File: src/rtl/mem_port_arbiter.sv
// Two-requester memory port arbiter. Fetch (if_*) and data (dm_*) share a single memory port, with one transaction outstanding at a time.
// Contested grants use data priority with a fetch starvation guard. Defining MEM_ARB_RR_EN selects round-robin arbitration instead.
module mem_port_arbiter #(
  parameter int AW         = 32,
  parameter int DW         = 32,
  parameter int STARVE_MAX = 4,
  parameter int TIMEOUT    = 256
) (
  input  logic          CLK,
  input  logic          RST,
  input  logic          if_req,
  input  logic          if_we,
  input  logic [AW-1:0] if_addr,
  input  logic [DW-1:0] if_wdata,
  output logic          if_rdy,
  output logic [DW-1:0] if_rdata,
  output logic          if_valid,
  input  logic          dm_req,
  input  logic          dm_we,
  input  logic [AW-1:0] dm_addr,
  input  logic [DW-1:0] dm_wdata,
  output logic          dm_rdy,
  output logic [DW-1:0] dm_rdata,
  output logic          dm_valid,
  output logic          m_proc_req,
  output logic          m_we,
  output logic [AW-1:0] m_addr,
  output logic [DW-1:0] m_wdata,
  input  logic          m_mem_rdy,
  input  logic [DW-1:0] m_rdata,
  input  logic          m_valid,
  output logic          busy,
  output logic          timeout_err,
  output logic [1:0]    fsm_state
);

  // Handshake: a requester holds req/we/addr/wdata stable until it sees rdy=1, and the request transfers
  // on the edge where req&rdy=1. The memory side accepts on proc_req&mem_rdy and returns exactly one valid per accept.
  typedef enum logic [1:0] {IDLE = 2'd0, ISSUE = 2'd1, WAIT = 2'd2} state_t;

  localparam int CW      = (TIMEOUT > 0) ? $clog2(TIMEOUT + 1) : 1;
  localparam int TO_LAST = (TIMEOUT > 0) ? TIMEOUT - 1 : 0;

  state_t          state, state_nxt;
  logic            owner;          // 0 = fetch, 1 = data
  logic            lat_we;
  logic [AW-1:0]   lat_addr;
  logic [DW-1:0]   lat_wdata;
  logic [CW-1:0]   wait_cnt;
  logic            grant_if, grant_dm;
  logic            wait_last;

`ifdef MEM_ARB_RR_EN
  logic            last_owner;
`else
  localparam int SW = (STARVE_MAX > 0) ? $clog2(STARVE_MAX + 1) : 1;
  logic [SW-1:0]   starve_cnt;
`endif

  assign wait_last = (TIMEOUT != 0) && (wait_cnt == CW'(TO_LAST));
  assign fsm_state = state;

  always_comb begin
    grant_if = 1'b0;
    grant_dm = 1'b0;
    if (state == IDLE) begin
      if (if_req && dm_req) begin
`ifdef MEM_ARB_RR_EN
        if (last_owner) grant_if = 1'b1;
        else            grant_dm = 1'b1;
`else
        if (starve_cnt == SW'(STARVE_MAX)) grant_if = 1'b1;
        else                               grant_dm = 1'b1;
`endif
      end else begin
        grant_if = if_req;
        grant_dm = dm_req;
      end
    end
  end

  always_ff @(posedge CLK) begin
    if (RST) state <= IDLE;
    else     state <= state_nxt;
  end

  always_comb begin
    state_nxt = state;
    case (state)
      IDLE:    if (grant_if || grant_dm) state_nxt = ISSUE;
      ISSUE:   if (m_mem_rdy) state_nxt = WAIT;
      WAIT:    if (m_valid || wait_last) state_nxt = IDLE;
      default: state_nxt = IDLE;
    endcase
  end

  always_ff @(posedge CLK) begin
    if (RST) begin
      owner       <= 1'b0;
      lat_we      <= 1'b0;
      lat_addr    <= '0;
      lat_wdata   <= '0;
      wait_cnt    <= '0;
      timeout_err <= 1'b0;
`ifdef MEM_ARB_RR_EN
      last_owner  <= 1'b0;
`else
      starve_cnt  <= '0;
`endif
    end else begin
      // Valid wins over a timeout landing in the same cycle.
      timeout_err <= (state == WAIT) && !m_valid && wait_last;
      if (grant_if || grant_dm) begin
        owner     <= grant_dm;
        lat_we    <= grant_dm ? dm_we    : if_we;
        lat_addr  <= grant_dm ? dm_addr  : if_addr;
        lat_wdata <= grant_dm ? dm_wdata : if_wdata;
`ifdef MEM_ARB_RR_EN
        last_owner <= grant_dm;
`else
        if (grant_if)
          starve_cnt <= '0;
        else if (if_req && starve_cnt < SW'(STARVE_MAX))
          starve_cnt <= starve_cnt + 1'b1;
`endif
      end
      if (state == ISSUE && m_mem_rdy)
        wait_cnt <= '0;
      else if (state == WAIT && !wait_last)
        wait_cnt <= wait_cnt + 1'b1;
    end
  end

  always_comb begin
    if_rdy     = grant_if;
    dm_rdy     = grant_dm;
    busy       = (state != IDLE);
    m_proc_req = 1'b0;
    m_we       = 1'b0;
    m_addr     = '0;
    m_wdata    = '0;
    if_valid   = 1'b0;
    dm_valid   = 1'b0;
    if_rdata   = '0;
    dm_rdata   = '0;
    if (state == ISSUE) begin
      m_proc_req = 1'b1;
      m_we       = lat_we;
      m_addr     = lat_addr;
      m_wdata    = lat_wdata;
    end
    if (state == WAIT && m_valid) begin
      if (owner) begin
        dm_valid = 1'b1;
        dm_rdata = m_rdata;
      end else begin
        if_valid = 1'b1;
        if_rdata = m_rdata;
      end
    end
  end

endmodule

File: config.mk
export PLATFORM = sky130hd
export DESIGN_NAME = mem_port_arbiter
export DESIGN_NICKNAME = d
export VERILOG_FILES = /design/src/rtl/mem_port_arbiter.sv
export SDC_FILE = /design/constraint.sdc
export NUM_CORES = 1
export LEC_CHECK = 0
export ABC_CLOCK_PERIOD_IN_PS = 2350
export CORE_ASPECT_RATIO = 0.7
export CORE_MARGIN = 2
export CORE_UTILIZATION = 38
export DETAILED_ROUTE_END_ITERATION = 16
export GPL_TIMING_DRIVEN = 0
export HOLD_SLACK_MARGIN = 0.03
export PLACE_DENSITY = 0.83
export SLEW_MARGIN = 10
export SYNTH_ARGS = -nofsm -noshare
export SYNTH_HDL_FRONTEND = slang
export SYNTH_SLANG_ARGS = --single-unit
File: constraint.sdc
create_clock -name CLK -period 2.35 [get_ports CLK]
set_clock_uncertainty 0.05 [all_clocks]
set_input_delay 0.235 -clock CLK [delete_from_list [all_inputs] [get_ports CLK]]
set_output_delay 0.235 -clock CLK [all_outputs]
set_load 0.01 [all_outputs]
==> run summary <==
Status: complete, no violations
Total of max-cap violations: 0
DRC: 0
Largest net degree at the start of global routing: 20
FF+latch count, synth: 81
Vias: 6256
Core ar.: 12500 um^2
First-pass GRT wire length: 31200 um
Synth Net Count: 806
DIE WIDTH: 139 um
Total Negative Setup Slacks: 0 ns
Non-filler instance count after layout: 1120
Avg Inst Size Synth: 7.70 um^2
Cts bufs inserted: 9
Post-synthesis simple-gate area fraction: 30.5%
Overall Power: 4.30 mW
Complex-gate fraction of the synthesized area: 27.8%
CTS tree: yes
Clock-pin slew on the worst setup and hold paths: 0.06 ns
Worst setup EP type: output pin
Post-synth EDFFs: 0
Maximum clock rate: 436 MHz
Area leader, netlist: dfxtp_1
Arr. time, crit path: 2.01 ns
Worst path cell trace: and2b_2 -> buf_6 -> clkbuf_4 -> and2_1 -> clkdlybuf4s50_1
Leakage: 3.41 nW
Clk sink count: 81
Synthesis-to-finish area growth: 75.9%
Buf/Inv on CP: 3
Vias/cell: 5.59
Routability Congestion: 0.878
Final WL: 20700 um
Asr flop ratio synth: 0%
Hold Violations, Final: 0
Layout cells sized above 1: 6.17%
Wl on met1: 7950 um
Met3 wire length: 1820 um
Synth Area in Adders: 1.03%
Post-layout min period: 2.29 ns
Top Family by Delay on Critical Path: buffers and inverters
Top routing layer used: met4
Drt pass-1 iters: 5
Area share of xor/xnor cells in the synthesized design: 0.179%
PwrDens: 501 nW/um^2
Critical path peak fanout: 10
# setup viols final: 0
Synth cell types: 34
Post-DP Area: 8120 um^2
Max-slew violations: 0
Worst Path Required: 2.07 ns
Die area: 13800 um^2
Main synth FF type: dfxtp_1
Placed Instances: 1099
Max Buffers Root-to-Sink: 2
Initial antenna violation count: 2
Maximum VDD drop: 324 uV
Routed length per instance: 18.5 um
Initial Utilization: 39.1%
Hold buffers post-CTS: 0
Yosys top cell area share: 33.2%
Unrepaired setup endpoints after global routing: yes
Mux contribution to synthesized area: 0%
Yosys warning count: 0
Fin crit share: 97.6%
Register area share after synthesis: 33.2%
Largest family of logic cells by synthesized area: simple AND/OR/NAND/NOR gates
Routed Antenna Nets: 0
CP startpoint kind: register
GRT overflow: 0
Worst slew pin tran: 0.628 ns
Slew headroom: 58.1%
DPL Wire Length: 15600 um
Routed wl met2: 10300 um
Port bufs: 303
Fin nets: 1123
Ports: 306
Fin area: 8580 um^2
Root Driver: clkbuf_16
HP Class: input port to register
Setup CP Type: register to output pin
Minimum hold slack: 0.264 ns
Number of global-route vias before repair: 5808
Overall routing resource usage: 28.5%
H-tree Lvls: 3
Synth top area cells: dfxtp_1 (33%), and2_1 (17%), a311oi_1 (12%), nand4_1 (8.8%), a21oi_1 (8.1%)
Mapped Cells: 634
Max incr delay on CP: 0.54 ns
Clock Latency Late Sink: 0.34 ns
Synthesized cell area: 4880 um^2
First DRT Iteration DRCs: 476
Die height: 98.8 um
Rows: 34
Slowest-stage cell, CP: clkdlybuf4s50_1
routing by layer:
metal | track usage (%) | up-vias
li1 | - | 2997
met1 | 33.2 | 2888
met2 | 50.5 | 330
met3 | 7.82 | 41
met4 | 10.1 | 0
met5 | 0 | -
area by class of cell:
| class | instances | area [um^2] |
|---|---|---|
| clock buffers | 10 | 239 |
| inverters | 7 | 26.3 |
| flip-flops and latches | 81 | 1630 |
| repair buffers | 307 | 3110 |
| multi-input cells | 466 | 2930 |
| plain buffers | 79 | 379 |
| well taps | 162 | 203 |
| diodes | 2 | 5.00 |
| clock inverters | 6 | 67.6 |
| fillers | 1064 | 3880 |
timing repair:
action,in CTS,in global routing
gates resized for setup,44,31
buffers inserted,1,3
setup endpoints to repair,131,104
pin swaps,1,0
power breakdown:
part	switching, mW	internal, mW
Combinational	0.616	0.647
Sequential	0.0693	1.52
Clock	0.595	0.854
synthesized netlist by cell type, types with 2 or more instances:
cell,count
and2_1,129
a311oi_1,65
nand2b_1,2
nand4_1,69
and3_1,3
o21ai_0,64
ha_1,4
or3b_2,2
a21oi_1,79
or3_1,2
and3b_1,2
or4_1,4
buf_2,11
clkbuf_1,63
nor2_1,7
buf_1,4
nand3_1,5
nand2_1,7
nor2b_1,3
o21ai_1,7
o31ai_1,4
inv_1,6
dfxtp_1,81
state kept, by name, indices dropped and copies added, names as in the netlist:
signal       count
fsm_state        2
starve_cnt       3
timeout_err      1
lat_addr        32
owner            1
wait_cnt         9
lat_wdata       32
lat_we           1
placed cells by master, fill, tap and decap left out, drive strengths merged, types with 2 or more instances in the layout:
| master | netlist | final |
|---|---|---|
| clkdlybuf4s50 | 0 | 275 |
| and2 | 129 | 129 |
| dfxtp | 81 | 81 |
| a21oi | 79 | 79 |
| o21ai | 71 | 71 |
| nand4 | 69 | 69 |
| clkbuf | 63 | 68 |
| a311oi | 65 | 65 |
| buf | 17 | 25 |
| dlymetal6s2s | 0 | 21 |
| nor2 | 8 | 8 |
| nand2 | 7 | 7 |
| dlygate4sd2 | 0 | 7 |
| inv | 7 | 7 |
| nand3 | 5 | 5 |
| o31ai | 4 | 4 |
| or4 | 4 | 4 |
| ha | 4 | 4 |
| or3b | 3 | 3 |
| nor2b | 3 | 3 |
| and3 | 3 | 3 |
| clkinv | 0 | 3 |
| diode | 0 | 2 |
| nand2b | 2 | 2 |
| or3 | 2 | 2 |
| clkinvlp | 0 | 2 |
| and3b | 2 | 2 |
stage by stage:
stage	setup WS, ns	util [%]
6_report	0.0555	68.9
4_1_cts	0.00308	68.1
3_3_place_gp	-0.236	65.1
2_1_floorplan	0.352	-
5_1_grt	-0.00297	68.9
3_5_place_dp	-0.270	65.1
final timing paths:
| kind | end | from | slack [ns] | cells past startpoint |
|---|---|---|---|---|
| worst max-delay path | m_addr[8] | fsm_state[1]$_SDFFE_PP0P_ | 0.06 | 5 |
| worst max register to register | lat_addr[17]$_SDFFE_PP0P_ | fsm_state[0]$_SDFFE_PP0P_ | 0.08 | 8 |
| worst min-delay path | starve_cnt[2]$_SDFFE_PP0P_ | if_req | 0.26 | 3 |
| worst min register to register | wait_cnt[7]$_SDFFE_PP0P_ | wait_cnt[7]$_SDFFE_PP0P_ | 0.44 | 2 |
cells by family (layout without fill, tap and decap cells):
group / Yosys count / in the layout
DFF: 81 / 81
other: 0 / 2
AOI/OAI and AO/OA: 220 / 220
buffers and inverters: 87 / 409
and+or+nand+nor: 241 / 241
adders and majority gates: 4 / 4
xor gates and xnor gates: 1 / 1
worst register-to-register path: stages, from the launching register on:
cell and delay [ns]:
dfxtp_4 0.37, buf_4 0.16, nor2_4 0.14, buf_4 0.22, inv_2 0.08, nor2_1 0.18
buf_2 0.28, clkbuf_1 0.44, a311oi_1 0.19
Note: power is estimated with default switching activity, not from simulation.
